$ cat src/rtl/alu_issue_ctrl_pkg.sv
// Shared definitions for the ALU issue/write-back controller.
//   WIDTH / N_REGS : data width and register file depth (fixed 4 / 4)
//   F_*            : ALU function codes driven on alu_f
//   state_t        : controller FSM states
package alu_issue_ctrl_pkg;

    localparam int unsigned WIDTH  = 4;
    localparam int unsigned N_REGS = 4;
    localparam int unsigned IDX_W  = 2;

    // F[1:0] selects the operation class; F[2] is the modifier bit.
    localparam logic [2:0] F_AND  = 3'b000;
    localparam logic [2:0] F_OR   = 3'b001;
    localparam logic [2:0] F_ADD  = 3'b010;
    localparam logic [2:0] F_GT   = 3'b011;
    localparam logic [2:0] F_ANDN = 3'b100;
    localparam logic [2:0] F_ORN  = 3'b101;
    localparam logic [2:0] F_SUB  = 3'b110;
    localparam logic [2:0] F_EQ   = 3'b111;

    typedef enum logic [1:0] {
        StIdle = 2'b00,
        StExec = 2'b01,
        StWb   = 2'b10
    } state_t;

endpackage

$ cat src/rtl/regfile_4x4.sv
// 4-entry x 4-bit register file.
//   clk, rst         : clock, synchronous active-high reset (clears all entries)
//   rd_idx_a/rd_data_a, rd_idx_b/rd_data_b : asynchronous read ports
//   we, wr_idx, wr_data                     : synchronous write port
module regfile_4x4
    import alu_issue_ctrl_pkg::*;
(
    input  logic             clk,
    input  logic             rst,
    input  logic [IDX_W-1:0] rd_idx_a,
    output logic [WIDTH-1:0] rd_data_a,
    input  logic [IDX_W-1:0] rd_idx_b,
    output logic [WIDTH-1:0] rd_data_b,
    input  logic             we,
    input  logic [IDX_W-1:0] wr_idx,
    input  logic [WIDTH-1:0] wr_data
);

    logic [WIDTH-1:0] regs_q [N_REGS];
    logic [WIDTH-1:0] regs_d [N_REGS];

    always_comb begin
        regs_d = regs_q;
        if (we) begin
            regs_d[wr_idx] = wr_data;
        end
    end

    always_ff @(posedge clk) begin
        if (rst) begin
            regs_q <= '{default: '0};
        end else begin
            regs_q <= regs_d;
        end
    end

    assign rd_data_a = regs_q[rd_idx_a];
    assign rd_data_b = regs_q[rd_idx_b];

endmodule

$ cat src/rtl/alu_issue_ctrl.sv
// Issue/write-back controller feeding a 4-bit combinational ALU.
// One instruction per three cycles: accept (IDLE) -> EXEC -> WB.
//   clk, rst                  : clock, synchronous active-high reset
//   in_valid/in_ready         : instruction handshake (ready only in IDLE)
//   in_ld, in_f, in_rd, in_ra, in_rb, in_imm_en, in_imm : instruction fields
//   alu_a, alu_b, alu_f       : registered ALU operands/function
//   alu_y                     : combinational ALU result
//   wb_valid, wb_rd, wb_data  : register write-back pulse
module alu_issue_ctrl
    import alu_issue_ctrl_pkg::*;
(
    input  logic             clk,
    input  logic             rst,
    input  logic             in_valid,
    output logic             in_ready,
    input  logic             in_ld,
    input  logic [2:0]       in_f,
    input  logic [IDX_W-1:0] in_rd,
    input  logic [IDX_W-1:0] in_ra,
    input  logic [IDX_W-1:0] in_rb,
    input  logic             in_imm_en,
    input  logic [WIDTH-1:0] in_imm,
    output logic [WIDTH-1:0] alu_a,
    output logic [WIDTH-1:0] alu_b,
    output logic [2:0]       alu_f,
    input  logic [WIDTH-1:0] alu_y,
    output logic             wb_valid,
    output logic [IDX_W-1:0] wb_rd,
    output logic [WIDTH-1:0] wb_data
);

    state_t           state_q, state_d;
    logic             ld_q, ld_d;
    logic [IDX_W-1:0] rd_q, rd_d;
    logic [WIDTH-1:0] imm_q, imm_d;
    logic [WIDTH-1:0] alu_a_q, alu_a_d;
    logic [WIDTH-1:0] alu_b_q, alu_b_d;
    logic [2:0]       alu_f_q, alu_f_d;
    logic [WIDTH-1:0] result_q, result_d;

    logic [WIDTH-1:0] rf_data_a;
    logic [WIDTH-1:0] rf_data_b;

    regfile_4x4 u_regfile (
        .clk       (clk),
        .rst       (rst),
        .rd_idx_a  (in_ra),
        .rd_data_a (rf_data_a),
        .rd_idx_b  (in_rb),
        .rd_data_b (rf_data_b),
        .we        (wb_valid),
        .wr_idx    (rd_q),
        .wr_data   (result_q)
    );

    always_comb begin
        state_d  = state_q;
        ld_d     = ld_q;
        rd_d     = rd_q;
        imm_d    = imm_q;
        alu_a_d  = alu_a_q;
        alu_b_d  = alu_b_q;
        alu_f_d  = alu_f_q;
        result_d = result_q;

        unique case (state_q)
            StIdle: begin
                if (in_valid) begin
                    ld_d    = in_ld;
                    rd_d    = in_rd;
                    imm_d   = in_imm;
                    alu_a_d = rf_data_a;
                    alu_b_d = in_imm_en ? in_imm : rf_data_b;
                    alu_f_d = in_f;
                    state_d = StExec;
                end
            end
            StExec: begin
                // Loads still pass through EXEC so latency is uniform; alu_y is ignored.
                result_d = ld_q ? imm_q : alu_y;
                state_d  = StWb;
            end
            StWb: begin
                state_d = StIdle;
            end
            default: begin
                state_d = StIdle;
            end
        endcase
    end

    always_ff @(posedge clk) begin
        if (rst) begin
            state_q  <= StIdle;
            ld_q     <= 1'b0;
            rd_q     <= '0;
            imm_q    <= '0;
            alu_a_q  <= '0;
            alu_b_q  <= '0;
            alu_f_q  <= '0;
            result_q <= '0;
        end else begin
            state_q  <= state_d;
            ld_q     <= ld_d;
            rd_q     <= rd_d;
            imm_q    <= imm_d;
            alu_a_q  <= alu_a_d;
            alu_b_q  <= alu_b_d;
            alu_f_q  <= alu_f_d;
            result_q <= result_d;
        end
    end

    // Reset gates the handshake and write-back in the cycle it is asserted, so an
    // in-flight instruction in WB is dropped rather than committed.
    assign in_ready = (state_q == StIdle) && !rst;
    assign wb_valid = (state_q == StWb) && !rst;
    assign wb_rd    = wb_valid ? rd_q : '0;
    assign wb_data  = wb_valid ? result_q : '0;

    assign alu_a = alu_a_q;
    assign alu_b = alu_b_q;
    assign alu_f = alu_f_q;

endmodule

$ cat config.mk
export PLATFORM = sky130hd
export DESIGN_NAME = alu_issue_ctrl
export DESIGN_NICKNAME = d
export VERILOG_FILES = /design/src/rtl/alu_issue_ctrl_pkg.sv /design/src/rtl/regfile_4x4.sv /design/src/rtl/alu_issue_ctrl.sv
export SDC_FILE = /design/constraint.sdc
export NUM_CORES = 1
export LEC_CHECK = 0
export BUFFER_PORTS_ARGS = -buffer_cell sky130_fd_sc_hd__buf_4
export CAP_MARGIN = 20
export CORE_UTILIZATION = 30
export DETAILED_ROUTE_END_ITERATION = 10
export PLACE_DENSITY_LB_ADDON = 0.12
export RECOVER_POWER = 100
export SYNTH_ARGS = -nofsm -noshare
export SYNTH_HDL_FRONTEND = slang
export SYNTH_SLANG_ARGS = --single-unit
$ cat constraint.sdc
create_clock -name clk -period 3.6 [get_ports clk]
set_input_delay 0.36 -clock clk [delete_from_list [all_inputs] [get_ports clk]]
set_output_delay 0.36 -clock clk [all_outputs]
set_load 0.02 [all_outputs]
==> flow_summary.yaml, run 1 <==
cells_and_area:
  nets: 260
  drive_above_1_share_pct: 17.6
  num-fill-cells: 631
  num_antenna_cells: 0
  synthToLayoutAreaGrowth_pct: 17.9
worst_setup_path:
  crit_fanout: 9
  worstSetupStartpointType: "register"
  crit_required_ps: 3240
  reg2reg_depth: 4
  path_delay_family: "simple AND/OR/NAND/NOR gates"
  r2r-start: "state_q[1]$_SDFFE_PP0P_"
  path_buf_inv: 1
  cp_slowest_cell: "dfxtp_1"
  r2r_slack_ps: 1780
  slowest_delay_ps: 410
  critical_path.endpoint_type: "output pin"
  worstPathArrival_ps: 1460
  worstSetupPathType: "reg2out"
  timing.rr.end: "alu_b[1]$_SDFFE_PP0P_"
  crit_chain: "nor2_1 -> and3_1 -> clkbuf_1"
synth:
  synth_top_cell_by_area: "dfxtp_1"
  yosys_warnings: 0
  synth_top_area_share_pct: 43.8
  ys_ff_latch: 40
  syn_area_um2: 1830
  synth.distinct_cells: 27
  async_flop_share_pct: 0
  seq_area_frac_synth_pct: 43.8
  synth_ff_type: "dfxtp_1"
  synthTopCellsByCount: "40 x dfxtp_1, 30 x a21oi_1, 29 x nand2_1"
  synth_nets: 230
  synth_most_common_cell: "dfxtp_1"
  synth_edf_count: 0
  synth.top_cells.by_area: "dfxtp_1 44%, a21oi_1 8.2%, nand2_1 6.0%"
  syn_inst: 208
  syn_area_per_cell_um2: 8.79
clocking:
  clockBufferDepth: 2
  path_clk_slew_ps: 80
  htreeDepth: 2
  insertion_delay_ps: 290
  cts-root-buf: "clkbuf_8"
  cts_buffers: 5
  cts_tree: "built"
  cts_hold_buf: 0
  clkSinkCount: 40
  cts_resized: 0
  post-cts-setup-buffers: 0
placement:
  post-place-ws_ps: 1880
  dp_hpwl_um: 3320
  port_buffers: 40
  gp_congestion: 0.726
timing:
  tightest_slew_ps: 951
  maxSlewHeadroom_pct: 36.6
  drv_slew: 0
  max_freq_mhz: 548
  tns_ps: 0
  whs_ps: 317
  layout_min_cycle_time_ps: 1820
  rsz0062_at_grt: "false"
  setup_viol: 0
  hold_violations: 0
  worst_slack_ps: 1780
  finalCritPeriodShare_pct: 50.7
  skew_ps: 7.15
floorplanning:
  die_w_um: 80.1
  fp.dieH_um: 80.1
  core-area_um2: 5890
  row_count: 28
  dieArea_um2: 6410
  io_pins: 41
  start_util_pct: 31.1
route:
  via_per_inst: 5.08
  totalWireLength_um: 4770
  wl_per_cell_um: 15.2
  vias: 1594
  drc: 0
  dr.first_iter.drc_count: 68
  postRouteAntennaNets: 0
  first_pass_iters: 6
run_status:
  status: "completed"
hold_path:
  worstHoldPathCells: 3
  worstHoldPathType: "in2reg"
  worstHoldStart: "in_f[2]"
  min_to: "alu_f[2]$_SDFFE_PP0P_"
pwr:
  p_leak_uw: 0.000767
  powerDensity_nw_per_um2: 436
  vdd_drop_max_uv: 272
global_routing:
  grt_pass1_wl_um: 7890
  globalRouteTotalUtil_pct: 16.3
  grt-ovfl-total: 0
  antenna_found_initial: 0
  grt_pass1_vias: 1504
  grt_max_degree: 47
flow_run:
  max-cap-violations: 0
-- registers in the layout, indices dropped and copies added, names as in the netlist --
register          cells
u_regfile.regs_q     16
alu_a                 4
alu_b                 4
imm_q                 4
result_q              4
alu_f                 3
rd_q                  2
state_q               2
ld_q                  1
-- kinds of logic after synthesis --
group / count (synthesis) / share of synthesized area, %
AOI/OAI and AO/OA: 58 / 18.1
buffers and inverters: 18 / 5.61
muxes: 16 / 12.0
DFF: 40 / 43.8
and+or+nand+nor: 76 / 20.5
-- stage by stage --
stage / utilization [%] / instance area [µm²] / instances / total power [µW]
after floorplan: - / 1830 / 208 / 553
after global placement: 36.2 / 2130 / 306 / 598
after global routing: 36.6 / 2160 / 314 / 988
after CTS: 38.0 / 2240 / 314 / 957
after detailed placement: 36.2 / 2130 / 306 / 597
final: 36.6 / 2160 / 314 / 939
-- per-layer routing --
metal	vias to the layer above	share of wire (%)	GRT usage, %
met5	-	0	0
met4	0	1.3	5.54
met3	6	5.7	3.64
met2	49	46	24.4
met1	734	47	23.0
li1	805	-	-
-- area by class of cell --
| class | instances | area, µm² | share of cell area (%) |
|---|---|---|---|
| multi-input cells | 150 | 921 | 42.7 |
| flip-flops and latches | 40 | 801 | 37.1 |
| repair buffers | 41 | 233 | 10.8 |
| well taps | 75 | 93.8 | 4.35 |
| clock buffers | 6 | 72.6 | 3.37 |
| clock inverters | 2 | 35.0 | 1.63 |
-- cells in the final DEF (no fill, tap or decap), types with 11 or more instances in the layout --
master / instances
dfxtp_1: 40
clkbuf_1: 21
a21oi_1: 30
nor2_1: 11
buf_4: 21
nand3_1: 16
nand2_1: 29
-- where the power goes --
part           switching [µW]  internal, µW
registers                17.7           458
clock network             155           206
logic                    62.8          40.2
-- worst max-delay path by stage --
stage	end	cells after the start	slack [ps]	from
2_1_floorplan	in_ready	3	2060	rst
3_3_place_gp	wb_data[2]	4	1880	rst
3_5_place_dp	wb_data[3]	4	1880	rst
4_1_cts	wb_data[3]	3	1830	state_q[0]$_SDFFE_PP0P_
5_1_grt	alu_b[3]$_SDFFE_PP0P_	4	1540	state_q[1]$_SDFFE_PP0P_
6_report	wb_data[3]	3	1780	state_q[0]$_SDFFE_PP0P_
-- tightest hold or removal path, delay by kind of cell --
kind / cells / cell delay, ps
buf+inv: 1 / 110
simple gates: 1 / 50
compound gates: 1 / 50
No activity file was read; power rests on OpenSTA's default activity.
==> run 2: changes to the inputs <==
==> constraint.sdc (replaced) <==
create_clock -name clk -period 1.45 [get_ports clk]
set_input_delay 0.145 -clock clk [delete_from_list [all_inputs] [get_ports clk]]
set_output_delay 0.145 -clock clk [all_outputs]
set_load 0.02 [all_outputs]
==> flow_summary.yaml, run 2 (synthesis gave the netlist of run 1 again) <==
route:
  first_pass_iters: 4
  postRouteAntennaNets: 0
  vias: 1621
  drc: 0
  wl_per_cell_um: 14.7
  via_per_inst: 5.00
  totalWireLength_um: 4770
  dr.first_iter.drc_count: 85
clocking:
  htreeDepth: 2
  cts_buffers: 5
  post-cts-setup-buffers: 0
  cts-root-buf: "clkbuf_8"
  path_clk_slew_ps: 80
  clockBufferDepth: 2
  clkSinkCount: 40
  cts_hold_buf: 0
  insertion_delay_ps: 290
  cts_tree: "built"
  cts_resized: 1
worst_setup_path:
  worstSetupStartpointType: "register"
  worstSetupPathType: "reg2out"
  reg2reg_depth: 3
  timing.rr.end: "u_regfile.regs_q[11]$_SDFFE_PP0P_"
  slowest_delay_ps: 420
  crit_required_ps: 1310
  r2r-start: "state_q[0]$_SDFFE_PP0P_"
  critical_path.endpoint_type: "output pin"
  crit_fanout: 9
  r2r_slack_ps: 160
  crit_path_start: "state_q[1]$_SDFFE_PP0P_"
  cp_slowest_cell: "dfxtp_1"
  path_delay_family: "flip-flops"
  path_buf_inv: 2
  endpoint: "wb_data[1]"
  worstPathArrival_ps: 1200
  crit_cells: 3
  crit_chain: "buf_4 -> and3_1 -> clkbuf_2"
cells_and_area:
  synthToLayoutAreaGrowth_pct: 24.8
  nets: 270
  final_common_cell: "dfxtp_1"
  largest_register_ffs: 16
  drive_above_1_share_pct: 25.3
  num_antenna_cells: 0
  top_register: "u_regfile.regs_q"
  final_cell_mix: "39 x dfxtp_1, 31 x buf_4, 30 x a21oi_1"
pwr:
  seqPwrFrac_pct: 47.8
  power.total_uw: 2460
  intPower_uw: 1870
  clkPwrFrac_pct: 40.4
  switchingPower_uw: 591
  p_leak_uw: 0.000861
  p_comb_share_pct: 11.7
  powerDensity_nw_per_um2: 1080
  vdd_drop_max_uv: 486
  netSwitchingFraction_pct: 24.0
placement:
  port_buffers: 40
  dp_hpwl_um: 3470
  gp_congestion: 0.765
  post-place-ws_ps: 143
global_routing:
  grt_pass1_vias: 1608
  grt_pass1_wl_um: 8100
  grt-ovfl-total: 0
  antenna_found_initial: 0
  grt_max_degree: 23
  globalRouteTotalUtil_pct: 16.7
timing:
  layout_min_cycle_time_ps: 1350
  hold_violations: 0
  setup_viol: 0
  tns_ps: 0
  finalCritPeriodShare_pct: 93.0
  maxSlewHeadroom_pct: 75.9
  worst_slack_ps: 102
  skew_ps: 2.01
  drv_slew: 0
  rsz0062_at_grt: "false"
  max_freq_mhz: 742
  tightest_slew_ps: 361
floorplanning:
  fp.dieH_um: 80.1
  die_w_um: 80.1
  row_count: 28
  core-area_um2: 5890
  dieArea_um2: 6410
  start_util_pct: 31.1
  io_pins: 41
flow_run:
  max-cap-violations: 0
run_status:
  status: "completed"
hold_path:
  worstHoldPathType: "in2reg"
## run 2: changes by cell type in the layout (fill, tap and decap cells not counted), sizes merged
cell and delta:
buf +11, clkinv -1
## run 2: worst min path at each step
stage / slack (ps) / end / startpoint / cells after the start
3_3_place_gp: 400 / alu_f[0]$_SDFFE_PP0P_ / in_f[0] / 3
2_1_floorplan: 280 / imm_q[0]$_SDFFE_PP0P_ / in_imm[0] / 2
5_1_grt: 90 / alu_f[1]$_SDFFE_PP0P_ / in_f[1] / 3
6_report: 100 / alu_f[2]$_SDFFE_PP0P_ / in_f[2] / 3
3_5_place_dp: 400 / alu_f[1]$_SDFFE_PP0P_ / in_f[1] / 3
4_1_cts: 90 / alu_f[2]$_SDFFE_PP0P_ / in_f[2] / 3
## run 2: cell type report
type,count,area (µm²)
flip-flops and latches,40,802
well taps,75,93.8
repair buffers,51,333
multi-input cells,150,928
clock buffers,7,96.3
clock inverters,1,30.0
fillers,620,3600
## run 2: power groups by stage
stage / logic [µW] / registers [µW] / clock network (µW)
floorplan: 170 / 1200 / 0
global placement: 307 / 1200 / 0
detailed placement: 307 / 1200 / 0
CTS: 308 / 1180 / 1020
global route: 323 / 1190 / 1060
finish: 288 / 1180 / 995
## run 2: metal layers
| metal | GRT usage, % | wire (µm) | up-vias |
|---|---|---|---|
| li1 | - | - | 822 |
| met1 | 22.0 | 2270 | 752 |
| met2 | 27.3 | 2230 | 40 |
| met3 | 3.86 | 218 | 7 |
| met4 | 4.29 | 48 | 0 |
| met5 | 0 | 0 | - |
## run 2: worst reg2reg max path, stage by stage, from the launching register on
cell	delay, ps
dfxtp_2	380
or3b_1	520
o21ai_0	200
a21oi_1	80
## run 2: stage by stage
| step | hold WS, ps | area, µm² | std cells | utilization [%] |
|---|---|---|---|---|
| 2_1_floorplan | 281 | 1830 | 208 | - |
| 3_3_place_gp | 397 | 2220 | 316 | 37.6 |
| 3_5_place_dp | 402 | 2220 | 316 | 37.6 |
| 4_1_cts | 89.6 | 2340 | 324 | 39.8 |
| 5_1_grt | 89.7 | 2280 | 324 | 38.8 |
| 6_report | 95.6 | 2280 | 324 | 38.8 |
==> run 3: changes to the inputs <==
--- a/config.mk
+++ b/config.mk
@@ -7,6 +7,7 @@
 export LEC_CHECK = 0
 export BUFFER_PORTS_ARGS = -buffer_cell sky130_fd_sc_hd__buf_4
 export CAP_MARGIN = 20
+export CORE_ASPECT_RATIO = 0.7
 export CORE_UTILIZATION = 30
 export DETAILED_ROUTE_END_ITERATION = 10
 export PLACE_DENSITY_LB_ADDON = 0.12
==> flow_summary.yaml, run 3 (synthesis gave the netlist of run 1 again) <==
worst_setup_path:
  slowest_delay_ps: 380
  r2r-start: "state_q[1]$_SDFFE_PP0P_"
  crit_fanout: 9
  crit_chain: "nor2_1 -> buf_4 -> and3_1 -> clkbuf_2"
  worstSetupStartpointType: "register"
  crit_required_ps: 1310
  critical_path.endpoint_type: "output pin"
  worstSetupPathType: "reg2out"
  r2r_slack_ps: 160
  crit_cells: 4
  endpoint: "wb_data[2]"
  reg2reg_depth: 4
  timing.rr.end: "alu_b[2]$_SDFFE_PP0P_"
  crit_path_start: "state_q[0]$_SDFFE_PP0P_"
  path_buf_inv: 2
  cp_slowest_cell: "dfxtp_4"
  path_delay_family: "flip-flops"
  worstPathArrival_ps: 1230
global_routing:
  antenna_found_initial: 0
  grt-ovfl-total: 0
  grt_max_degree: 18
  grt_pass1_wl_um: 8320
  grt_pass1_vias: 1600
  globalRouteTotalUtil_pct: 17.6
timing:
  rsz0062_at_grt: "false"
  drv_slew: 0
  skew_ps: 7.97
  hold_violations: 0
  setup_viol: 0
  whs_ps: 88.3
  max_freq_mhz: 727
  tightest_slew_ps: 435
  worst_slack_ps: 73.9
  maxSlewHeadroom_pct: 71.0
  layout_min_cycle_time_ps: 1380
  tns_ps: 0
  finalCritPeriodShare_pct: 94.9
pwr:
  switchingPower_uw: 626
  clkPwrFrac_pct: 38.6
  p_leak_uw: 0.000865
  powerDensity_nw_per_um2: 1050
  vdd_drop_max_uv: 350
  intPower_uw: 1770
  seqPwrFrac_pct: 49.1
  p_comb_share_pct: 12.3
  netSwitchingFraction_pct: 26.1
route:
  wl_per_cell_um: 15.2
  wl_met3_um: 234
  drc: 0
  highest_layer: "met4"
  first_pass_iters: 4
  dr.first_iter.drc_count: 100
  totalWireLength_um: 4990
  wl_met1_um: 2730
  vias: 1616
  postRouteAntennaNets: 0
  route.met2.wl_um: 1990
  via_per_inst: 4.94
placement:
  gp_congestion: 0.763
  place_inst: 319
  placed_area_um2: 2230
  port_buffers: 40
  dp_hpwl_um: 3570
  post-place-ws_ps: 112
run_status:
  status: "completed"
clocking:
  clkSinkCount: 40
  insertion_delay_ps: 300
  cts_tree: "built"
  cts_buffers: 5
  clockBufferDepth: 2
  path_clk_slew_ps: 90
  htreeDepth: 2
  cts-root-buf: "clkbuf_8"
hold_path:
  worstHoldPathCells: 3
  worstHoldPathType: "in2reg"
floorplanning:
  io_pins: 41
  row_count: 23
  fp.dieH_um: 67.3
  start_util_pct: 31.5
  dieArea_um2: 6420
  core-area_um2: 5810
  die_w_um: 95.3
cells_and_area:
  drive_above_1_share_pct: 26.6
  nets: 273
  synthToLayoutAreaGrowth_pct: 24.4
  final_common_cell: "dfxtp_1"
  top_register: "u_regfile.regs_q"
  num_antenna_cells: 0
  final_area_um2: 2270
  largest_register_ffs: 16
  fin_cells: 327
  final_cell_mix: "38 x dfxtp_1, 34 x buf_4, 30 x a21oi_1"
flow_run:
  max-cap-violations: 0
[run 3: cell count changes in the layout (fill, tap and decap cells not counted), sizes merged]
cell | previous run | this run
clkinv | 0 | 1
clkinvlp | 0 | 1
buf | 32 | 37
clkbuf | 26 | 22
[run 3: power groups by stage]
| stage | registers [µW] | clock network (µW) | logic [µW] |
|---|---|---|---|
| 2_1_floorplan | 1200 | 0 | 170 |
| 3_3_place_gp | 1200 | 0 | 314 |
| 3_5_place_dp | 1200 | 0 | 314 |
| 4_1_cts | 1180 | 956 | 315 |
| 5_1_grt | 1180 | 991 | 324 |
| 6_report | 1180 | 925 | 295 |
[run 3: layout make-up]
class | count | area, µm²
Multi-Input combinational cell | 150 | 923
Fill cell | 645 | 3540
Sequential cell | 40 | 806
Clock inverter | 3 | 42.5
Timing Repair Buffer | 54 | 340
Tap cell | 75 | 93.8
Clock buffer | 5 | 68.8
[run 3: what timing repair did]
| item | in CTS | in global routing |
|---|---|---|
| pin swaps | 0 | 0 |
| gates resized for setup | 2 | 2 |
| hold buffers | 0 | 0 |
| hold endpoints to repair | 0 | 0 |
| buffers inserted | 0 | 0 |
| setup endpoints to repair | 8 | 8 |
[run 3: metal layers]
metal	up-vias	GRT usage (%)
met1	742	25.9
met5	-	0
met4	0	6.06
met2	37	24.6
met3	2	4.39
li1	835	-
[run 3: worst register-to-register path, cell delays in order, from the launching register on]
cell,delay (ps)
dfxtp_2,360
nor3b_1,250
clkbuf_2,320
nor2_1,80
a211oi_1,200
[run 3: worst min-delay path by stage]
stage / startpoint / end / slack, ps
2_1_floorplan: in_imm[0] / imm_q[0]$_SDFFE_PP0P_ / 280
3_3_place_gp: in_f[2] / alu_f[2]$_SDFFE_PP0P_ / 390
3_5_place_dp: in_f[2] / alu_f[2]$_SDFFE_PP0P_ / 400
4_1_cts: in_f[1] / alu_f[1]$_SDFFE_PP0P_ / 80
5_1_grt: in_rd[0] / rd_q[0]$_SDFFE_PP0P_ / 90
6_report: in_f[1] / alu_f[1]$_SDFFE_PP0P_ / 90
[run 3: per-stage QoR]
| step | util, % | power (µW) |
|---|---|---|
| final | 39.1 | 2400 |
| after global routing | 39.1 | 2500 |
| after CTS | 40.2 | 2450 |
| after detailed placement | 38.3 | 1520 |
| after global placement | 38.3 | 1520 |
| after floorplan | - | 1370 |
